<file path="src/rtl/tank_level_sequencer_if.sv">
// tank_level_sequencer_if
// Groups the request inputs and status outputs of the tank level sequencer.
//   master : requester side; drives fill_req, drain_req, stop and
//            observes level, dir, step, pump_on, valve_open, full, empty, busy
//   slave  : the sequencer itself (the reverse directions)
interface tank_level_sequencer_if;
    logic       fill_req;
    logic       drain_req;
    logic       stop;
    logic [2:0] level;
    logic       dir;
    logic       step;
    logic       pump_on;
    logic       valve_open;
    logic       full;
    logic       empty;
    logic       busy;

    modport master (
        output fill_req, drain_req, stop,
        input  level, dir, step, pump_on, valve_open, full, empty, busy
    );

    modport slave (
        input  fill_req, drain_req, stop,
        output level, dir, step, pump_on, valve_open, full, empty, busy
    );
endinterface

</file>
<file path="src/rtl/tank_level_sequencer.sv">
// tank_level_sequencer
// Turns fill/drain requests into a paced level count 0..MAX_LEVEL for the
// water-tank display, and drives the pump/valve enables.
//
// Parameters:
//   STEP_DIV  : clock cycles per level step (>= 1)
//   MAX_LEVEL : top level, 1..7
// Ports:
//   clk   : system clock, rising edge
//   rst_n : asynchronous active-low reset
//   bus   : tank_level_sequencer_if.slave
//           in : fill_req, drain_req, stop
//           out: level[2:0], dir, step, pump_on, valve_open, full, empty, busy
// Build option:
//   AUTO_REFILL_EN : when defined, an empty idle tank starts filling by
//                    itself unless stop or drain_req is held.
module tank_level_sequencer #(
    parameter int STEP_DIV  = 4,
    parameter int MAX_LEVEL = 7
) (
    input  logic                   clk,
    input  logic                   rst_n,
    tank_level_sequencer_if.slave  bus
);

    localparam int             CW        = (STEP_DIV > 1) ? $clog2(STEP_DIV) : 1;
    localparam logic [CW-1:0]  CNT_LAST  = CW'(STEP_DIV - 1);
    localparam logic [CW-1:0]  CNT_ONE   = CW'(1);
    localparam logic [2:0]     LEVEL_TOP = 3'(MAX_LEVEL);

    typedef enum logic [1:0] {
        IDLE,
        FILL,
        DRAIN,
        COOLDOWN
    } state_t;

    state_t         state, state_next;
    logic [2:0]     level, level_next;
    logic [CW-1:0]  cnt, cnt_next;
    logic           dir, dir_next;
    logic           step, step_next;

    logic           is_full;
    logic           is_empty;
    logic           div_wrap;
    logic           start_fill;

    assign is_full  = (level == LEVEL_TOP);
    assign is_empty = (level == 3'd0);
    assign div_wrap = (cnt == CNT_LAST);

    // Fill entry condition; the auto-refill build also starts on an empty
    // tank, but a held stop or drain_req keeps it parked in IDLE.
`ifdef AUTO_REFILL_EN
    assign start_fill = (bus.fill_req || (is_empty && !bus.stop && !bus.drain_req)) && !is_full;
`else
    assign start_fill = bus.fill_req && !is_full;
`endif

    // State, level, divider, direction and step registers.
    always_ff @(posedge clk or negedge rst_n) begin
        if (!rst_n) begin
            state <= IDLE;
            level <= 3'd0;
            cnt   <= '0;
            dir   <= 1'b0;
            step  <= 1'b0;
        end else begin
            state <= state_next;
            level <= level_next;
            cnt   <= cnt_next;
            dir   <= dir_next;
            step  <= step_next;
        end
    end

    // Next-state logic. stop is checked before the divider wrap so an abort
    // never produces a final level change. The same divider times the
    // cooldown, which therefore lasts exactly STEP_DIV cycles.
    always_comb begin
        state_next = state;
        level_next = level;
        cnt_next   = cnt;
        dir_next   = dir;
        step_next  = 1'b0;

        case (state)
            IDLE: begin
                cnt_next = '0;
                if (start_fill) begin
                    state_next = FILL;
                    dir_next   = 1'b1;
                end else if (bus.drain_req && !is_empty) begin
                    state_next = DRAIN;
                    dir_next   = 1'b0;
                end
            end

            FILL: begin
                if (bus.stop) begin
                    state_next = COOLDOWN;
                    cnt_next   = '0;
                end else if (div_wrap) begin
                    level_next = level + 3'd1;
                    cnt_next   = '0;
                    step_next  = 1'b1;
                    if (level + 3'd1 == LEVEL_TOP) begin
                        state_next = COOLDOWN;
                    end
                end else begin
                    cnt_next = cnt + CNT_ONE;
                end
            end

            DRAIN: begin
                if (bus.stop) begin
                    state_next = COOLDOWN;
                    cnt_next   = '0;
                end else if (div_wrap) begin
                    level_next = level - 3'd1;
                    cnt_next   = '0;
                    step_next  = 1'b1;
                    if (level == 3'd1) begin
                        state_next = COOLDOWN;
                    end
                end else begin
                    cnt_next = cnt + CNT_ONE;
                end
            end

            COOLDOWN: begin
                if (div_wrap) begin
                    state_next = IDLE;
                    cnt_next   = '0;
                end else begin
                    cnt_next = cnt + CNT_ONE;
                end
            end

            default: begin
                state_next = IDLE;
                cnt_next   = '0;
            end
        endcase
    end

    assign bus.level      = level;
    assign bus.dir        = dir;
    assign bus.step       = step;
    assign bus.pump_on    = (state == FILL);
    assign bus.valve_open = (state == DRAIN);
    assign bus.busy       = (state != IDLE);
    assign bus.full       = is_full;
    assign bus.empty      = is_empty;

endmodule

</file>
<file path="src/flat_wrapper.sv">
// flat-port wrapper written by rule: the top's interface ports become plain ports
module tank_level_sequencer_flat 
#(
    parameter int STEP_DIV  = 4,
    parameter int MAX_LEVEL = 7
)
  (clk, rst_n, bus_fill_req, bus_drain_req, bus_stop, bus_level, bus_dir, bus_step, bus_pump_on, bus_valve_open, bus_full, bus_empty, bus_busy);
  tank_level_sequencer_if bus_i ();
  input  logic clk;
  input  logic rst_n;
  input wire logic [$bits(bus_i.fill_req)-1:0] bus_fill_req;
  input wire logic [$bits(bus_i.drain_req)-1:0] bus_drain_req;
  input wire logic [$bits(bus_i.stop)-1:0] bus_stop;
  output wire logic [$bits(bus_i.level)-1:0] bus_level;
  output wire logic [$bits(bus_i.dir)-1:0] bus_dir;
  output wire logic [$bits(bus_i.step)-1:0] bus_step;
  output wire logic [$bits(bus_i.pump_on)-1:0] bus_pump_on;
  output wire logic [$bits(bus_i.valve_open)-1:0] bus_valve_open;
  output wire logic [$bits(bus_i.full)-1:0] bus_full;
  output wire logic [$bits(bus_i.empty)-1:0] bus_empty;
  output wire logic [$bits(bus_i.busy)-1:0] bus_busy;
  assign bus_i.fill_req = bus_fill_req;
  assign bus_i.drain_req = bus_drain_req;
  assign bus_i.stop = bus_stop;
  assign bus_level = bus_i.level;
  assign bus_dir = bus_i.dir;
  assign bus_step = bus_i.step;
  assign bus_pump_on = bus_i.pump_on;
  assign bus_valve_open = bus_i.valve_open;
  assign bus_full = bus_i.full;
  assign bus_empty = bus_i.empty;
  assign bus_busy = bus_i.busy;
  tank_level_sequencer #(.STEP_DIV(STEP_DIV), .MAX_LEVEL(MAX_LEVEL)) u_core (.clk(clk), .rst_n(rst_n), .bus(bus_i));
endmodule
</file>
<file path="config.mk">
export PLATFORM = sky130hd
export DESIGN_NAME = tank_level_sequencer_flat
export DESIGN_NICKNAME = d
export VERILOG_FILES = /design/src/rtl/tank_level_sequencer_if.sv /design/src/rtl/tank_level_sequencer.sv /design/src/flat_wrapper.sv
export SDC_FILE = /design/constraint.sdc
export NUM_CORES = 1
export LEC_CHECK = 0
export CORE_MARGIN = 2
export CORE_UTILIZATION = 45
export DETAILED_ROUTE_END_ITERATION = 7
export DONT_BUFFER_PORTS = 1
export HOLD_SLACK_MARGIN = 0.05
export SLEW_MARGIN = 10
export SYNTH_ARGS = -nofsm -noshare
export SYNTH_HDL_FRONTEND = slang
export SYNTH_SLANG_ARGS = --single-unit
</file>
<file path="constraint.sdc">
create_clock -name clk -period 2.65 [get_ports clk]
set_input_delay 0.265 -clock clk [delete_from_list [all_inputs] [get_ports clk]]
set_output_delay 0.265 -clock clk [all_outputs]
set_load 0.02 [all_outputs]
</file>
==> summary.md <==
- 0 — antenna diode count
- 0.741 — final weighted congestion in routability-driven placement
- sky130_fd_sc_hd__clkbuf_4 — root cell of the clock tree
- 0.00170 mm^2 — area of the die
- 1050 um — drt total wl
- 6 — count of cells along the worst register-to-register path
- 2.80 ns — Required @ worst endpoint
- 856 um — detailed placement HPWL
- sky130_fd_sc_hd__dfrtp_1 (36%), sky130_fd_sc_hd__ha_1 (24%), sky130_fd_sc_hd__inv_1 (6.0%), sky130_fd_sc_hd__o21ai_0 (2.4%), sky130_fd_sc_hd__mux2_4 (2.4%) — biggest area contributors in the synthesized netlist
- 41.2 um — height of the die
- 2.38 ns — data arrival time of the critical path
- 10.4% — proportion of layout cells with a drive suffix above 1
- 10 — pin count of the biggest net entering global routing
- 0 — max-slew violation count
- 0 — warning count from the yosys run
- 71.5% — worst slew margin relative to its limit
- 2 — Longest Clk Path Bufs
- completed — run status
- 0 — number of instances resized during post-cts repair
- 5 — biggest fanout along the worst timing path
- 9 — CTS sink count
- 0.42 ns — register-to-register setup slack
- sky130_fd_sc_hd__ha_1 — most frequent cell after synthesis
- 0.358 nW — Pleak
- 0 — Final setup violation count
- 2.23 ns — post-route minimum period
- 0 — final number of hold-violating endpoints
- 82 — count of non-filler cells in the finished layout
- 41.2 um — DIE WIDTH
- 128 — # fillers
- 432 — vias
- 0.000507 W — cell-internal power
- 0 — antenna violations before repair
- 0 — number of routed nets with antenna violations
- sky130_fd_sc_hd__ha_1 (12), sky130_fd_sc_hd__inv_1 (10), sky130_fd_sc_hd__dfrtp_1 (9) — top post-synthesis cells by count
- false — unrepaired setup endpoints after global routing
- 47.8% — initial core utilization
- 62 — number of instances in the synthesized netlist
- 1730 um — wire length of the first global-routing pass
- 36.2% — area share of the largest cell type after synthesis
- sky130_fd_sc_hd__dfrtp_1 — post-synthesis cell type with the largest combined area
- 10.9% — clock power share
- 15 — number of ports placed on the die boundary
- 1410 mW/mm^2 — power per cell area
- 0 — count of maximum capacitance violations
- u_core.bus.level[0] — startpoint of the worst setup timing path
- 0.26 ns — later-pin clock latency in the skew report
- 0.000449 W — Net Sw Power
- 85 — # nets final
- 449 MHz — peak clock frequency supported by timing
- 5.27 — Avg Vias per Cell
- 661 uV — Worst VDD drop
- 3 — Inserted Clock Buffers
- u_core.bus.level[0] — worst reg2reg startpoint
- 10.0 um^2 — syn avg cell area
- 16.5% — overall track demand over capacity in global routing
- 0 ns — Post-Route Setup TNS
- 84.1% — post-route clock period utilization
- 415 — vias in the first global route
- flop — startpoint types
- 47.0% — fraction of power spent switching nets
- done — CTS tree
- 79 — total nets after synthesis
- in -> reg — path type of the worst min-delay path
- 0 — Port Buf Inserts
- sky130_fd_sc_hd__dfrtp_1 — Synth Flop Type
- 36.2% — register area share after synthesis
- 13 — number of core rows
- 31.6% — part of the power in registers
- 12.9 um — WL per Instance
- 0 — Post-synth EDFFs
- 0.425 ns — slew at the pin closest to its max-slew limit
- 0.00801 ns — worst setup skew after layout
- 622 um^2 — post-synthesis instance area
- 100% — async set-or-reset flop fraction in the synthesized netlist
- 9 — number of synthesized register bits
- u_core.bus.dir — end point of the most critical hold path
- 0.00130 mm^2 — standard cell core area
- 8.85% — signed area change from the synthesized netlist to the final layout
- flop — kind of capture point of the worst setup path
- 0 — total DRC errors in the routed layout
- 77 — Inst Count DP
- 0.06 ns — clock input transition at the sequential cells of the worst setup and hold paths
- 1 — cts-stage hold buffer count
- 57.5% — Comb pwr share
- 26 — Netlist cell types
- 2 — number of cells on the worst hold path
- u_core.state[0] — capture point of the worst reg-to-reg path
- bus_drain_req — hold path start
- 1 — H-tree depth
- 4 — total iterations of the first detailed-routing run
- 0 — remaining global-route overflow
- 0 — Post CTS Setup Buffer Count
- reg -> reg — startpoint-to-endpoint class of the critical path
- 9 — count of routing violations after the opening detailed-route iteration
[registers in the layout, indices dropped and copies added (netlist names)]
name / count
u_core.state: 2
u_core.cnt: 2
u_core.bus.level: 3
u_core.bus.step: 1
u_core.bus.dir: 1
[stage by stage]
step | instance area [um^2] | setup slack, ns | total power, W | utilization [%] | hold slack, ns
finish | 677 | 0.421 | 0.000956 | 52.0 | 0.193
global route | 677 | 0.337 | 0.00105 | 52.0 | 0.204
floorplan | 622 | 0.491 | 0.000762 | - | -0.0306
CTS | 677 | 0.409 | 0.000973 | 52.0 | 0.193
detailed placement | 641 | 0.416 | 0.000860 | 49.2 | -0.0304
global placement | 641 | 0.430 | 0.000854 | 49.2 | -0.0304
[metal layers]
metal	part of all wire [%]	vias to the layer above	track usage [%]
met5	0	-	0
met4	0.95	0	4.84
met3	8.1	2	10.3
met2	47	12	26.6
met1	44	199	17.8
li1	-	219	-
[power by group through the flow]
stage	Sequential (W)	Clock, W	Combinational, W
6_report	0.000302	0.000104	0.000549
5_1_grt	0.000315	0.000117	0.000622
4_1_cts	0.000303	0.000108	0.000561
3_5_place_dp	0.000306	0	0.000554
3_3_place_gp	0.000305	0	0.000548
2_1_floorplan	0.000292	0	0.000470
[critical path, stage by stage, from the launching register on]
cell and delay, ns:
sky130_fd_sc_hd__dfrtp_1 0.49, sky130_fd_sc_hd__ha_1 0.26, sky130_fd_sc_hd__ha_1 0.29, sky130_fd_sc_hd__nand3_1 0.06
sky130_fd_sc_hd__and3_1 0.18, sky130_fd_sc_hd__or4_4 0.53, sky130_fd_sc_hd__mux2_4 0.31
[how the worst max path moves through the flow]
stage | depth (start not counted) | slack (ns) | to
6_report | 6 | 0.42 | u_core.state[0]
5_1_grt | 6 | 0.34 | u_core.state[0]
4_1_cts | 6 | 0.41 | u_core.state[0]
3_5_place_dp | 6 | 0.42 | u_core.state[0]
3_3_place_gp | 6 | 0.43 | u_core.state[0]
2_1_floorplan | 6 | 0.49 | u_core.state[0]
[kinds of logic (layout without fill, tap and decap cells)]
family	after synthesis	after routing	synth area share (%)
flip-flops	9	9	36.2
XOR/XNOR	2	2	2.82
AND/OR/NAND/NOR	17	17	16.5
buffers and inverters	10	15	6.04
adder cells (fa/ha/maj)	12	12	24.1
multiplexers	2	2	4.02
AO/OA/AOI/OAI	10	10	10.3
[layout make-up]
cell class	count	area, um^2	area share [%]
Clock buffer	4	26.3	3.88
Inverter	10	37.5	5.55
Multi-Input combinational cell	43	359	53.0
Sequential cell	9	225	33.3
Tap cell	15	18.8	2.77
Timing Repair Buffer	1	10.0	1.48
[cells in the final DEF (no fill, tap or decap), drive strengths merged]
cell | netlist | routed
a211oi | 1 | 1
a21oi | 2 | 2
a221oi | 1 | 1
a22o | 1 | 1
a311oi | 1 | 1
and2b | 1 | 1
and3 | 2 | 2
clkbuf | 0 | 4
dfrtp | 9 | 9
dlygate4sd3 | 0 | 1
ha | 12 | 12
inv | 10 | 10
mux2 | 1 | 1
mux2i | 1 | 1
nand2 | 2 | 2
nand2b | 1 | 1
nand3 | 2 | 2
nor2 | 2 | 2
nor2b | 2 | 2
nor3 | 1 | 1
nor3b | 1 | 1
nor4 | 1 | 1
o21ai | 4 | 4
or2 | 1 | 1
or4 | 1 | 1
xnor2 | 1 | 1
xor2 | 1 | 1
(Power assumes the default switching activity.)
